==> src/rtl/loader_stream_master.sv <==
// Turns the byte-wide MCU command stream into paced single-byte loader-bus writes.
// Optional trailing XOR checksum byte per DATA packet: define LOADER_STREAM_CSUM_EN.
module loader_stream_master #(
    parameter int WR_CYCLES  = 2,
    parameter int GAP_CYCLES = 4
) (
    input  logic        clk_sys,
    input  logic        areset_n,
    input  logic        rx_valid,
    input  logic [7:0]  rx_data,
    output logic        rx_ready,
    output logic        loader_act,
    output logic [31:0] loader_a,
    output logic [7:0]  loader_d,
    output logic        loader_wr,
    output logic        busy,
    output logic        err
);

    localparam int CMAX = (WR_CYCLES > GAP_CYCLES) ? WR_CYCLES : GAP_CYCLES;
    localparam int CW   = $clog2(CMAX + 1);

    typedef enum logic [2:0] {
        S_IDLE,
        S_ADDR,
        S_LEN,
        S_DATA,
        S_WR,
        S_GAP
`ifdef LOADER_STREAM_CSUM_EN
        , S_CHK
`endif
    } state_t;

`ifdef LOADER_STREAM_CSUM_EN
    localparam state_t AFTER_PAYLOAD = S_CHK;
`else
    localparam state_t AFTER_PAYLOAD = S_IDLE;
`endif

    state_t        state;
    state_t        next_state;
    logic          ready_c;
    logic          accept;
    logic [1:0]    addr_idx;
    logic [23:0]   addr_shift;
    logic [8:0]    remaining;
    logic [CW-1:0] cnt;
`ifdef LOADER_STREAM_CSUM_EN
    logic [7:0]    csum;
`endif

    // Ready is forced low while reset is held so the link never sees a handshake during reset.
    assign rx_ready = ready_c & areset_n;
    assign accept   = rx_valid & ready_c;
    assign busy     = (state != S_IDLE);

    always_comb begin
        next_state = state;
        ready_c    = 1'b0;
        case (state)
            S_IDLE: begin
                ready_c = 1'b1;
                if (rx_valid && rx_data == 8'h02) next_state = S_ADDR;
                if (rx_valid && rx_data == 8'h03) next_state = S_LEN;
            end
            S_ADDR: begin
                ready_c = 1'b1;
                if (rx_valid && addr_idx == 2'd3) next_state = S_IDLE;
            end
            S_LEN: begin
                ready_c = 1'b1;
                if (rx_valid) next_state = S_DATA;
            end
            S_DATA: begin
                ready_c = 1'b1;
                if (rx_valid) begin
                    if (loader_act)              next_state = S_WR;
                    else if (remaining == 9'd1)  next_state = AFTER_PAYLOAD;
                end
            end
            S_WR: begin
                if (cnt == CW'(WR_CYCLES - 1)) next_state = S_GAP;
            end
            S_GAP: begin
                if (cnt == CW'(GAP_CYCLES - 1))
                    next_state = (remaining != 9'd0) ? S_DATA : AFTER_PAYLOAD;
            end
`ifdef LOADER_STREAM_CSUM_EN
            S_CHK: begin
                ready_c = 1'b1;
                if (rx_valid) next_state = S_IDLE;
            end
`endif
            default: next_state = S_IDLE;
        endcase
    end

    always_ff @(posedge clk_sys or negedge areset_n) begin
        if (!areset_n) state <= S_IDLE;
        else           state <= next_state;
    end

    // Datapath: the pacing counter restarts on every state change.
    always_ff @(posedge clk_sys or negedge areset_n) begin
        if (!areset_n) begin
            loader_act <= 1'b0;
            loader_a   <= '0;
            loader_d   <= '0;
            loader_wr  <= 1'b0;
            err        <= 1'b0;
            addr_idx   <= '0;
            addr_shift <= '0;
            remaining  <= '0;
            cnt        <= '0;
`ifdef LOADER_STREAM_CSUM_EN
            csum       <= '0;
`endif
        end else begin
            loader_wr <= (next_state == S_WR);
            cnt       <= (state != next_state) ? '0 : cnt + CW'(1);
            if (state == S_WR && next_state == S_GAP) loader_a <= loader_a + 32'd1;
            if (accept) begin
                case (state)
                    S_IDLE: begin
                        case (rx_data)
                            8'h01: begin loader_act <= 1'b1; err <= 1'b0; end
                            8'h02: addr_idx <= '0;
                            8'h03: ;
                            8'h04: loader_act <= 1'b0;
                            default: err <= 1'b1;
                        endcase
                    end
                    S_ADDR: begin
                        addr_shift <= {addr_shift[15:0], rx_data};
                        addr_idx   <= addr_idx + 2'd1;
                        if (addr_idx == 2'd3) loader_a <= {addr_shift, rx_data};
                    end
                    S_LEN: begin
                        remaining <= (rx_data == 8'h00) ? 9'd256 : {1'b0, rx_data};
`ifdef LOADER_STREAM_CSUM_EN
                        csum      <= '0;
`endif
                    end
                    S_DATA: begin
                        remaining <= remaining - 9'd1;
`ifdef LOADER_STREAM_CSUM_EN
                        csum      <= csum ^ rx_data;
`endif
                        if (loader_act) loader_d <= rx_data;
                        else            err      <= 1'b1;
                    end
`ifdef LOADER_STREAM_CSUM_EN
                    S_CHK: begin
                        if (rx_data != csum) err <= 1'b1;
                    end
`endif
                    default: ;
                endcase
            end
        end
    end

endmodule
==> config.mk <==
export PLATFORM = sky130hd
export DESIGN_NAME = loader_stream_master
export DESIGN_NICKNAME = d
export VERILOG_FILES = /design/src/rtl/loader_stream_master.sv
export SDC_FILE = /design/constraint.sdc
export NUM_CORES = 1
export LEC_CHECK = 0
export CAP_MARGIN = 20
export CORE_ASPECT_RATIO = 0.8
export CORE_MARGIN = 3
export CORE_UTILIZATION = 40
export CTS_CLUSTER_DIAMETER = 200
export CTS_CLUSTER_SIZE = 12
export DETAILED_ROUTE_END_ITERATION = 6
export GPL_ROUTABILITY_DRIVEN = 0
export SLEW_MARGIN = 15
export SYNTH_ARGS = -nofsm -noshare
export SYNTH_HDL_FRONTEND = slang
export SYNTH_SLANG_ARGS = --single-unit
==> constraint.sdc <==
create_clock -name clk_sys -period 3.1 [get_ports clk_sys]
set_input_delay 0.62 -clock clk_sys [delete_from_list [all_inputs] [get_ports clk_sys]]
set_output_delay 0.62 -clock clk_sys [all_outputs]
set_load 0.01 [all_outputs]
Yosys cells after proc, flatten, opt, wreduce, memory -nomap -nowiden

Cells that the tools add are included.

Register bits: 84
Bits of input ports: 11

Add/sub/neg operators: 4
Equality and inequality tests: 19
Muxes and demuxes: 25
Bitwise operators: 2
Reduce and logical (&&, ||, !) cells: 20

Operator list:

| operator                | number |
|---|---|
| $mux W32                | 4 |
| $add A32 B1 Y32 const B | 1 |
| $mux W3                 | 10 |
| $pmux W3 S6             | 1 |
| $pmux W9 S2             | 1 |
| $eq A8 B2 Y1 const B    | 2 |
| $eq A3 B3 Y1 const B    | 4 |
| $eq A3 B2 Y1 const B    | 3 |
| $eq A9 B1 Y1 const B    | 1 |
| $mux W9                 | 1 |
| $reduce_and A3 Y1       | 3 |
| $reduce_bool A9 Y1      | 1 |
| $sub A9 B1 Y9 const B   | 1 |
| $eq A8 B1 Y1 const B    | 1 |
| $eq A8 B3 Y1 const B    | 1 |
| $logic_not A8 Y1        | 1 |
| $reduce_bool A2 Y1      | 4 |
| $eq A3 B1 Y1 const B    | 2 |
| $ne A2 B2 Y1 const B    | 3 |
| $pmux W1 S2             | 3 |
| $logic_and A1 B1 Y1     | 4 |
| $mux W2                 | 2 |
| $pmux W2 S2             | 1 |
| $reduce_and A2 Y1       | 2 |
| 11 further kinds        | 13 |

Logic depth before layout (Yosys ltp)

Word-level depth: 11
Depth in mapped cells: 8

Worst setup path after synthesis

No wires, ideal clock.

Path kind: input -> register
Start: input port rx_data[5]
End: register err
Library setup time: 0.128 ns
Data arrival time: 1.831 ns
Path slack: 1.141 ns
Stages: 4
Path buffers: 0
Cell sequence: or4_4 > o311ai_1 > a21oi_1 > mux2_1

Cells in the longest elaborated chain, start to end: 4
Elaborated cells between the ends (all ways): 9
Classes of those cells: eq/ne: 5; mux: 2; reduce/logical: 2

Ends and longest elaborated chain:

| element                                                 | RTL line | RTL |
|---|---|---|
| start: declaration                                      | 10       | `input logic [7:0] rx_data,` |
| $eq A8 B2 Y1 / $eq A8 B3 Y1 (equally long branches)     | 126      | `case (rx_data)` |
| $reduce_or A3 Y1 (no line)                              | n/a      |  |
| $pmux W1 S2 / $ne A2 B2 Y1 (equally long branches)      | n/a      |  |
| $pmux W1 S2 / $reduce_and A4 Y1 (equally long branches) | n/a      |  |
| end signal: assignment                                  | 127      | `8'h01: begin loader_act <= 1'b1; err <= 1'b0; end` |
| end signal: assignment                                  | 131      | `default: err <= 1'b1;` |
| end signal: assignment                                  | 151      | `else err <= 1'b1;` |
| end: declaration                                        | 17       | `output logic err` |

Parallel ways exist; a longest one is shown, timed or not.
A chain may end at the register's enable or synchronous reset.

Final worst setup path

Start: register state[1]
End: output port busy

Cells in the longest elaborated chain, start to end: 1

Ends and longest elaborated chain:

| element                  | RTL line | RTL |
|---|---|---|
| start: declaration       | 41       | `state_t state;` |
| start signal: assignment | 101      | `else state <= next_state;` |
| $reduce_bool A3 Y1       | 56       | `assign busy = (state != S_IDLE);` |
| end: declaration         | 16       | `output logic busy,` |

Every way passes these cells.

==> parameters.txt <==
Parameter                              Value

Status
  Run status    complete, no violations

Floorplan
  Initial cell density of the core    42.07%
  Die Ht    100.1 um
  Die area    12380 um2
  Number of rows in the core area    33
  Width of the chip    123.7 um
  Total core area    10530 um2
  I/O pins    56

Finish
  Fraction of final layout cells with drive strength greater than 1    15.09%
  Post-layout nets    513
  Design area    5405 um2
  Antenna fix cells    0
  Area growth from synthesis to layout    22.03%

STA
  Fin Clk Skew    0.005208 ns
  Final hold violation count    0
  Slew margin rel.    41.90%
  Period minus WS final    2.426 ns
  Pins Over Slew Limit    0
  Setup repair after global routing missed its margin    no
  Count of final setup violators    0
  Worst Max-Slew Pin Slew    0.8716 ns
  Setup TNS    0 ns
  Final worst setup slack    0.6740 ns
  Final Cycle Share    78.26%
  Highest attainable clock frequency    412.2 MHz

Route
  Number of iterations in the first detailed-routing pass    4
  Vias/cell    5.507
  Final routed wire length divided by cell count    17.58 um
  Number of vias in the routed layout    3508
  Antenna-violating nets left    0
  Initial DRC Count    216
  Remaining design rule violation count    0
  Routed WL    11.20 mm

Synthesis
  Proportion of synthesized chip area in sequential cells    47.46%
  Summed instance area of the synthesized netlist    4429 um2
  Top cells by count, synth    sky130_fd_sc_hd__dfrtp_1 (84), sky130_fd_sc_hd__nand2_1 (53), sky130_fd_sc_hd__mux2_2 (33)
  Post-synth ARST share    100.0%
  Top-count cell post-synth    sky130_fd_sc_hd__dfrtp_1
  Area share of the largest cell type after synthesis    47.46%
  Post-synth top flop    sky130_fd_sc_hd__dfrtp_1
  Synth warnings    0
  Seq cells post-synth    84
  Synthesized Nets    458
  Number of distinct library cells after synthesis    55
  Syn Inst Count    439
  Cells taking the most area after synthesis    sky130_fd_sc_hd__dfrtp_1 (47%), sky130_fd_sc_hd__mux2_2 (8.4%), sky130_fd_sc_hd__nand2_1 (4.5%)
  EDFF count, synth    0
  Post-synth top area cell    sky130_fd_sc_hd__dfrtp_1
  Mean post-synth cell area    10.09 um2

Power and ir drop
  Power density over the cells    913.0 nW/um2
  Static Leak    2.133 nW
  Peak VDD IR    407.9 uV

Clock tree
  Setup fix buffers added after clock tree synthesis    0
  Number of levels in the clock H-tree    3
  Number of clock sinks seen by CTS    84
  Clock Tree Buf Depth    2
  Number of resized instances in the post-cts repair step    0
  Skew-Pair Late Insertion Delay    0.34 ns
  Hold buffer count at CTS    0
  Root Buffer    sky130_fd_sc_hd__clkbuf_16
  Number of buffers created by CTS    9
  Register clock-pin slew on the reported worst setup and hold paths    0.06 ns
  CTS tree    yes

Flow run
  Max cap viols    0

Setup path
  Critical path class    reg -> out
  Launching element type of the critical path    flip-flop
  Worst R2R Start    state[1]
  Worst R2R End    loader_a[28]
  FF-to-FF setup slack    0.88 ns
  Signal arrival time at the worst endpoint    1.81 ns
  Required time worst endpoint    2.48 ns
  Crit path max fanout    11
  Cell count of the worst reg-to-reg path    5
  Crit path capture type    output port

Global routing
  Global-route wire length before repair    18.84 mm
  Vias in the first global route    3521
  Global routing usage summed across all routing layers    19.66%
  Maximum number of pins on one net before global-route repair    69
  Number of antenna violations at the first check in global routing    0
  GR Overflow Total    0

Placement
  Placed wire-length estimate    8.046 mm
  Worst-case setup slack after placement    0.4727 ns
  Placed cell areas    5125 um2
  Port buffer count    55

Min path
  Hold Path Class    in -> async
logic make-up after synthesis:
kind of cell | count (synthesis) | synth area share [%]
buf+inv | 37 | 3.927
mux | 36 | 9.096
simple gates | 170 | 21.72
compound gates | 74 | 9.605
xor+xnor | 30 | 5.932
fa+ha+maj | 8 | 2.260
flops | 84 | 47.46
worst max-delay path by stage:
stage	startpoint	end	slack, ns	cells past startpoint
2_1_floorplan	rx_data[5]	err	1.14	4
3_3_place_gp	rx_data[1]	cnt[2]	0.49	6
3_5_place_dp	rx_data[1]	cnt[1]	0.47	6
4_1_cts	state[0]	busy	0.65	3
5_1_grt	state[1]	busy	0.58	2
6_report	state[1]	busy	0.67	2
metal layers:
| metal | track usage [%] | vias up | wire length, um |
|---|---|---|---|
| li1 | - | 1681 | - |
| met1 | 29.75 | 1737 | 5639 |
| met2 | 28.00 | 86 | 4876 |
| met3 | 5.521 | 4 | 605 |
| met4 | 4.340 | 0 | 77 |
| met5 | 0 | - | 0 |
worst max-delay path: stages, from the launching register on:
cell and delay, ns:
sky130_fd_sc_hd__dfrtp_1 0.55, sky130_fd_sc_hd__or3_1 0.43, sky130_fd_sc_hd__clkdlybuf4s50_1 0.48
area by class of cell:
| type | instances | area [um2] |
|---|---|---|
| clock buffer | 9 | 225.2 |
| clock inverter | 5 | 55.05 |
| fill | 976 | 5124 |
| inverter | 13 | 48.80 |
| multi-input combinational | 318 | 2153 |
| sequential | 84 | 2102 |
| tap | 140 | 175.2 |
| timing repair buffer | 68 | 645.6 |
report_power, final:
part	total (mW)	switching, mW	internal [mW]
sequential	2.07	0.535	1.53
clock	1.04	0.424	0.612
combinational	1.83	0.867	0.963
through the flow:
stage | cells | hold WS [ns] | utilization [%] | total power [mW]
detailed placement | 623 | 0.4667 | 48.68 | 3.913
CTS | 637 | 0.1485 | 51.34 | 4.968
global placement | 623 | 0.4503 | 48.68 | 3.858
floorplan | 439 | 0.3244 | - | 3.058
global route | 637 | 0.1515 | 51.34 | 5.280
finish | 637 | 0.1433 | 51.34 | 4.935
placed cells by master, fill, tap and decap left out, types with 16 or more instances in the layout:
| cell type | instances |
|---|---|
| sky130_fd_sc_hd__dfrtp_1 | 84 |
| sky130_fd_sc_hd__clkdlybuf4s50_1 | 54 |
| sky130_fd_sc_hd__nand2_1 | 53 |
| sky130_fd_sc_hd__mux2_2 | 33 |
| sky130_fd_sc_hd__o21ai_0 | 21 |
| sky130_fd_sc_hd__nand4_1 | 20 |
| sky130_fd_sc_hd__xnor2_1 | 19 |
| sky130_fd_sc_hd__nor2_1 | 17 |
| sky130_fd_sc_hd__a21oi_1 | 16 |
sequential cells by signal (all words and copies together) (netlist names), 2 cells and up:
register and count:
loader_a 32, remaining 9, loader_d 8, addr_idx 2
state 3, cnt 3, addr_shift 24
No activity file was read; power rests on OpenSTA's default activity.
